--- src/rtl/fft_ctrl_pkg.sv ---
// rtl/fft_ctrl_pkg.sv - shared types and constants for the iterative FFT stage sequencer
package fft_ctrl_pkg;

   typedef enum logic [2:0] {
      IDLE  = 3'd0,
      RUN   = 3'd1,
      FLUSH = 3'd2,
      WB    = 3'd3,
      DONE  = 3'd4
   } ctrl_state_e;

   localparam int SLOT_LEN_DEF = 5;

   function automatic int N_OF(input int log2n);
      return 1 << log2n;
   endfunction

endpackage

--- src/rtl/fft_addr_gen.sv ---
// rtl/fft_addr_gen.sv - combinational (stage, butterfly) -> operand and twiddle addresses
module fft_addr_gen #(
   parameter int LOG2N = 4
) (
   input  logic [LOG2N-1:0] s_i,
   input  logic [LOG2N-2:0] j_i,
   output logic [LOG2N-1:0] a_o,
   output logic [LOG2N-1:0] b_o,
   output logic [LOG2N-2:0] tw_o
);

   localparam logic [LOG2N-1:0] ONE   = LOG2N'(1);
   localparam logic [LOG2N-1:0] TOP_S = LOG2N'(LOG2N - 1);

   logic [LOG2N-1:0] span;
   logic [LOG2N-1:0] grp;
   logic [LOG2N-2:0] pos_mask;
   logic [LOG2N-2:0] pos;

   // pos is j modulo span; grp selects which 2*span block the pair sits in
   always_comb begin
      span     = ONE << s_i;
      pos_mask = ~({(LOG2N-1){1'b1}} << s_i);
      pos      = j_i & pos_mask;
      grp      = {1'b0, j_i} >> s_i;
      a_o      = (grp << (s_i + ONE)) | {1'b0, pos};
      b_o      = a_o + span;
      tw_o     = pos << (TOP_S - s_i);
   end

endmodule

--- src/rtl/fft_iter_stage_controller.sv ---
// rtl/fft_iter_stage_controller.sv - stage/butterfly sequencer for the in-place radix-2 DIT FFT engine
module fft_iter_stage_controller
   import fft_ctrl_pkg::*;
#(
   parameter int LOG2N    = 4,
   parameter int SLOT_LEN = SLOT_LEN_DEF
) (
   input  logic             clk,
   input  logic             rst,
   input  logic             start,
   output logic             busy,
   output logic             done,
   output logic [LOG2N-1:0] stage,
   output logic             bf_strb,
   output logic [LOG2N-1:0] rd_addr_a,
   output logic [LOG2N-1:0] rd_addr_b,
   output logic [LOG2N-2:0] tw_addr,
   output logic             wr_en,
   output logic [LOG2N-1:0] wr_addr_a,
   output logic [LOG2N-1:0] wr_addr_b
);

   localparam int               N         = N_OF(LOG2N);
   localparam int               SW        = $clog2(SLOT_LEN);
   localparam logic [SW-1:0]    SLOT_LAST = SW'(SLOT_LEN - 1);
   localparam logic [SW-1:0]    SLOT_WB   = SW'(1);
   localparam logic [LOG2N-2:0] J_LAST    = (LOG2N-1)'(N / 2 - 1);
   localparam logic [LOG2N-1:0] S_LAST    = LOG2N'(LOG2N - 1);

   ctrl_state_e      state_q, state_d;
   logic [SW-1:0]    slot_q, slot_d;
   logic [LOG2N-2:0] j_q, j_d;
   logic [LOG2N-1:0] s_q, s_d;
   logic [LOG2N-1:0] wa_q, wa_d;
   logic [LOG2N-1:0] wb_q, wb_d;

   logic [LOG2N-1:0] gen_a;
   logic [LOG2N-1:0] gen_b;
   logic [LOG2N-2:0] gen_tw;

   fft_addr_gen #(
      .LOG2N (LOG2N)
   ) u_addr_gen (
      .s_i  (s_q),
      .j_i  (j_q),
      .a_o  (gen_a),
      .b_o  (gen_b),
      .tw_o (gen_tw)
   );

   always_ff @(posedge clk) begin
      if (rst) begin
         state_q <= IDLE;
         slot_q  <= '0;
         j_q     <= '0;
         s_q     <= '0;
         wa_q    <= '0;
         wb_q    <= '0;
      end else begin
         state_q <= state_d;
         slot_q  <= slot_d;
         j_q     <= j_d;
         s_q     <= s_d;
         wa_q    <= wa_d;
         wb_q    <= wb_d;
      end
   end

   always_comb begin
      state_d = state_q;
      slot_d  = slot_q;
      j_d     = j_q;
      s_d     = s_q;
      wa_d    = wa_q;
      wb_d    = wb_q;
      case (state_q)
         IDLE: begin
            if (start) begin
               state_d = RUN;
               slot_d  = '0;
               j_d     = '0;
               s_d     = '0;
            end
         end
         RUN: begin
            if (slot_q == SLOT_LAST) begin
               // Latch this butterfly's addresses; its result is written back during the next slot.
               wa_d = gen_a;
               wb_d = gen_b;
               if (j_q == J_LAST) begin
                  state_d = FLUSH;
               end else begin
                  j_d    = j_q + (LOG2N-1)'(1);
                  slot_d = '0;
               end
            end else begin
               slot_d = slot_q + SW'(1);
            end
         end
         FLUSH: begin
            state_d = WB;
         end
         WB: begin
            if (s_q == S_LAST) begin
               state_d = DONE;
            end else begin
               state_d = RUN;
               s_d     = s_q + LOG2N'(1);
               j_d     = '0;
               slot_d  = '0;
            end
         end
         DONE: begin
            state_d = IDLE;
            s_d     = '0;
            j_d     = '0;
            slot_d  = '0;
         end
         default: begin
            state_d = IDLE;
         end
      endcase
   end

   always_comb begin
      busy      = 1'b0;
      done      = 1'b0;
      stage     = '0;
      bf_strb   = 1'b0;
      rd_addr_a = '0;
      rd_addr_b = '0;
      tw_addr   = '0;
      wr_en     = 1'b0;
      wr_addr_a = '0;
      wr_addr_b = '0;
      case (state_q)
         RUN: begin
            busy      = 1'b1;
            stage     = s_q;
            bf_strb   = (slot_q == '0);
            rd_addr_a = gen_a;
            rd_addr_b = gen_b;
            tw_addr   = gen_tw;
            if (slot_q == SLOT_WB && j_q != '0) begin
               wr_en     = 1'b1;
               wr_addr_a = wa_q;
               wr_addr_b = wb_q;
            end
         end
         FLUSH: begin
            busy      = 1'b1;
            stage     = s_q;
            bf_strb   = 1'b1;
            rd_addr_a = gen_a;
            rd_addr_b = gen_b;
            tw_addr   = gen_tw;
         end
         WB: begin
            busy      = 1'b1;
            stage     = s_q;
            rd_addr_a = gen_a;
            rd_addr_b = gen_b;
            tw_addr   = gen_tw;
            wr_en     = 1'b1;
            wr_addr_a = wa_q;
            wr_addr_b = wb_q;
         end
         DONE: begin
            done = 1'b1;
         end
         default: begin
            busy = 1'b0;
         end
      endcase
   end

endmodule

--- config.mk ---
export PLATFORM = sky130hd
export DESIGN_NAME = fft_iter_stage_controller
export DESIGN_NICKNAME = d
export VERILOG_FILES = /design/src/rtl/fft_ctrl_pkg.sv /design/src/rtl/fft_addr_gen.sv /design/src/rtl/fft_iter_stage_controller.sv
export SDC_FILE = /design/constraint.sdc
export NUM_CORES = 1
export LEC_CHECK = 0
export ABC_CLOCK_PERIOD_IN_PS = 3300
export BUFFER_PORTS_ARGS = -buffer_cell sky130_fd_sc_hd__clkbuf_2
export CORE_MARGIN = 2
export CORE_UTILIZATION = 50
export DETAILED_ROUTE_END_ITERATION = 10
export GPL_TIMING_DRIVEN = 0
export PLACE_DENSITY = 0.7
export SLEW_MARGIN = 20
export SYNTH_ARGS = -nofsm -noshare
export SYNTH_HDL_FRONTEND = slang
export SYNTH_SLANG_ARGS = --single-unit
--- constraint.sdc ---
create_clock -name clk -period 3.3 [get_ports clk]
set_clock_uncertainty 0.2 [all_clocks]
set_input_delay 0.33 -clock clk [delete_from_list [all_inputs] [get_ports clk]]
set_output_delay 0.33 -clock clk [all_outputs]
set_load 0.05 [all_outputs]
**After elaboration in Yosys (flattened, before gate mapping)**

Index checks and enable logic that the tools add are counted.

- Bitwise operators: 3
- Add/sub/neg operators: 5
- Equal/unequal tests: 14
- Multiplexer cells: 29
- Shift operators: 5
- Reduce and logical (&&, ||, !) cells: 12

Operators by type and width:

| kind | count |
|---|---|
| 3-bit case mux with 4 select lines | 3 |
| 3-bit 2-to-1 mux | 11 |
| 4-bit 2-to-1 mux | 7 |
| 4-bit case mux with 2 select lines | 2 |
| 4-bit case mux with 3 select lines | 1 |
| 2-bit inequality test, second input constant | 5 |
| 3-bit equality test, second input constant | 3 |
| 3-bit by 1-bit adder with 3-bit output, second input constant | 2 |
| 3-bit by 1-bit equality test with 1-bit output, second input constant | 2 |
| 3-bit by 2-bit equality test with 1-bit output, second input constant | 2 |
| 3-bit logical NOT | 2 |
| 3-bit AND reduction | 2 |
| 3-bit nonzero test | 2 |
| 5-bit AND reduction | 1 |
| 4-bit by 1-bit adder with 4-bit output, second input constant | 1 |
| 4-bit adder | 1 |
| 4-bit by 2-bit equality test with 1-bit output, second input constant | 1 |
| 4-bit by 3-bit OR with 4-bit output | 1 |
| 1-bit case mux with 2 select lines | 2 |
| 4-bit AND reduction | 1 |
| 4-bit nonzero test | 1 |
| 1-bit by 4-bit << shifter with 4-bit output, first input constant | 1 |
| 3-bit by 4-bit << shifter with 3-bit output | 1 |
| 3-bit by 4-bit << shifter with 3-bit output, first input constant | 1 |
| other kinds (10) | 12 |

- Bits in registers: 21
- Output and inout port bits: 27

**Longest topological paths before layout**

- Depth in word-level cells: 6
- Depth in mapped cells: 11

**Cells and area by module**

A second synthesis with hierarchy kept.

- Cells, all modules: 194
- Area, all modules: 1637.8 µm²

By module, submodules not included:

| module | instances | cells an instance | sequential area each (µm²) | area an instance (µm²) |
|---|---|---|---|---|
| fft_iter_stage_controller | 1 | 145 | 420.4 | 1283.7 |
| fft_addr_gen | 1 | 49 | 0.0 | 354.1 |

**Least setup slack after synthesis**

No wires, ideal clock.

- Kind: reg-to-output
- From: reg s_q[2]
- To: out rd_addr_b[3]
- Buffers on the path: 1
- Setup slack: -0.535 ns
- Data arrival time: 3.305 ns
- Required time: 2.770 ns
- Stages on the path, launching flop included: 11
- Path through: dfxtp_1 > or2_2 > buf_2 > o21a_1 > a21oi_1 > inv_1 > ha_1 > a21o_1 > a21oi_1 > a211oi_1 > a311oi_1

- Longest elaborated chain between the ends: 6
- Elaborated cells between the ends (all ways): 10
- Those cells by class: 2 x add/sub; 4 x shift; 1 x mux; 3 x bitwise

RTL lines:

| item | RTL line | RTL |
|---|---|---|
| start: declaration | fft_iter_stage_controller.sv:33 | `logic [LOG2N-1:0] s_q, s_d;` |
| start signal: assignment | fft_iter_stage_controller.sv:56 | `s_q <= '0;` |
| start signal: assignment | fft_iter_stage_controller.sv:63 | `s_q <= s_d;` |
| parallel branches: the longest is 3 deep, another holds 4-bit by 1-bit adder with 4-bit output | -- |  |
| 4-bit by 3-bit OR with 4-bit output * | fft_addr_gen.sv:26 | `a_o = (grp << (s_i + ONE)) \| {1'b0, pos};` |
| net gen_a[1] | fft_iter_stage_controller.sv:37 | `logic [LOG2N-1:0] gen_a;` |
| 4-bit adder * | fft_addr_gen.sv:27 | `b_o = a_o + span;` |
| 4-bit 2-to-1 mux * | fft_iter_stage_controller.sv:136 | `case (state_q)` |
| end: declaration | fft_iter_stage_controller.sv:16 | `output logic [LOG2N-1:0] rd_addr_b,` |

Mark *: on every way through the listed nets, which the timed path passes.

**Worst setup path after layout**

- From: reg s_q[0]
- To: out rd_addr_b[3]

The elaborated chain is that of the path after synthesis.

==> impl_metrics.tcl <==
set metrics [dict create \
    cts_hold_buf 0 \
    hold_violations 0 \
    max_freq_ghz 0.309 \
    drive_gt1_frac 0.337 \
    crit_path_start_kind "register" \
    worstPathCellList "buf_4, clkbuf_4, xnor2_1, a32oi_2, inv_1, ha_2, a21oi_2, a211oi_2, a311oi_4, buf_8" \
    synth.distinct_cells 56 \
    gp_congestion 0.835 \
    power.leakage_nw 0.885 \
    synthTopCellsByArea "dfxtp_1 (25%), ha_1 (8.1%), and2_1 (5.1%)" \
    route.detailed.drc 0 \
    min_period_over_period 0.982 \
    io_buffers 29 \
    synthDominantCellAreaShare 0.247 \
    fp-row-count 21 \
    drt_iter0_markers 114 \
    finalCriticalPeriod_ps 3240 \
    slowest_delay_ps 380 \
    cts_buffers 3 \
    maxSlewViolCount 0 \
    grt_pass1_vias 1586 \
    slowest_stage "dfxtp_4" \
    fin_area_mm2 0.00216 \
    hpwl_mm 3.22 \
    cts_buffer_depth 2 \
    cts_sinks 21 \
    worst-path-buf-inv 4 \
    powerDensity_mw_per_mm2 212 \
    tritoncts "yes" \
    grt_usage 0.237 \
    criticalPathCategory "register to primary output" \
    setup_viol 0 \
    fill_cells 297 \
    grt_first_pass_wirelength_mm 7.55 \
    wire_per_inst_um 14.9 \
    fin_cells 304 \
    synth_warnings 0 \
    boundaryPins 30 \
    worst_pin_slew_ps 534 \
    num_vias 1719 \
    finalPower_mw 0.458 \
    ir_drop_v 0.000136 \
    critPathArrivalTime_ps 2710 \
    min_path_type "primary input to register" \
    insertedDiodeCount 0 \
    die_w_um 62.4 \
    final_cell_mix "clkbuf_2 (28), nor2_1 (21), dfxtp_1 (17), inv_1 (15), and2_1 (14)" \
    syn_area_mm2 0.00170 \
    overflow 0 \
    layout_commonest_cell "clkbuf_2" \
    clk_pin_slew_ps 140 \
    synth_area_per_cell_um2 7.78 \
    outcome "completed" \
    cp_data_required_time_ps 2770 \
    h-tree-depth 1 \
    end_kind "primary output" \
    dieArea_mm2 0.00389 \
    initial_core_util 0.515 \
    worstPathMaxFanout 10 \
    drt_wl_total_mm 4.54 \
    grt_max_degree 14 \
    dpl.cell_count 294 \
    fin_nets 274 \
    slew_headroom 0.642 \
    synth.ff_latch_count 21 \
    root_buffer "clkbuf_4" \
    place_area_mm2 0.00192 \
    synth_top_area_cell "dfxtp_1" \
    clk_latency_ps 330 \
    yosysSeqAreaShare 0.247 \
    ys.flop_type "dfxtp_1" \
    synth_nets 234 \
    routed_via_density 5.65 \
    ant_nets 0 \
    async_flop_share 0 \
    synth_edf_count 0 \
    syn_inst 219 \
    finalSetupTns_ps 0 \
    core_mm2 0.00331 \
    antenna_found_initial 0 \
    crit_family "compound AO/OA/AOI/OAI gates" \
    dr.pass1.iters 4 \
    drv_cap 0 \
    syn_to_final_growth_pct 26.7 \
    die_y_um 62.4 \
]
## per-stage QoR
step	hold slack, ps	utilization	setup WS (ps)
detailed placement	245	0.581	-133
global route	145	0.652	-0.633
floorplan	232	-	89.9
finish	115	0.652	58.9
global placement	238	0.581	-143
CTS	119	0.631	20.9
## power breakdown
| group | total [mW] | internal, mW | switching (mW) | leakage [nW] |
|---|---|---|---|---|
| Clock | 0.140 | 0.0465 | 0.0933 | 0.0139 |
| Sequential | 0.256 | 0.254 | 0.00215 | 0.172 |
| Combinational | 0.0626 | 0.0202 | 0.0425 | 0.698 |
## cell type report
class	count	area (µm²)	area share
inverters	15	56.3	0.0261
clock inverters	1	7.51	0.00348
well taps	46	57.6	0.0267
multi-input cells	169	1280	0.592
repair buffers	38	231	0.107
flip-flops and latches	21	430	0.199
plain buffers	11	76.3	0.0353
clock buffers	3	22.5	0.0104
## final timing paths
path	start	endpoint	slack (ps)	cells past startpoint
worst min register to register	wb_q[0]	wb_q[0]	260	2
worst min-delay path	start	state_q[0]	110	3
worst max register to register	s_q[0]	wb_q[3]	640	10
worst max-delay path	s_q[0]	rd_addr_b[3]	60	10
## worst reg2reg max path: cells and delay by family (launching register included)
kind	cells	cell delay, ps
adders and majority gates	1	380
AOI/OAI and AO/OA	3	560
buffers and inverters	4	570
xor gates and xnor gates	1	170
and+or+nand+nor	1	350
DFF	1	380
## kinds of logic after synthesis
| group | Yosys count | synth area share |
|---|---|---|
| adder cells (fa/ha/maj) | 12 | 0.0925 |
| XOR/XNOR | 2 | 0.0103 |
| buffers and inverters | 29 | 0.0771 |
| AND/OR/NAND/NOR | 95 | 0.324 |
| flip-flops | 21 | 0.247 |
| AO/OA/AOI/OAI | 56 | 0.225 |
| multiplexers | 4 | 0.0250 |
## what timing repair did
action	4_1_cts	5_1_grt
resized for setup	23	20
buffers inserted	5	4
pin swaps	6	10
setup endpoints to repair	3	3
## registers in the layout (all words and copies together), names as in the netlist
signal	cells
wa_q	4
j_q	3
state_q	3
slot_q	3
s_q	4
wb_q	4
## per-layer routing
metal	GRT usage	vias to the layer above	wire length, µm
met3	0.0306	3	254
met1	0.350	805	2180
met2	0.379	53	2080
li1	-	858	-
met4	0.0333	0	25
met5	0	-	0
## cell usage after synthesis (all sizes together) (5+ instances only)
master / count
o21ai: 13
buf: 11
ha: 11
and2: 14
dfxtp: 21
nand3: 5
nand2: 12
nor2: 25
a21oi: 14
nand4: 5
inv: 15
nor3: 9
No activity file was read; power rests on OpenSTA's default activity.
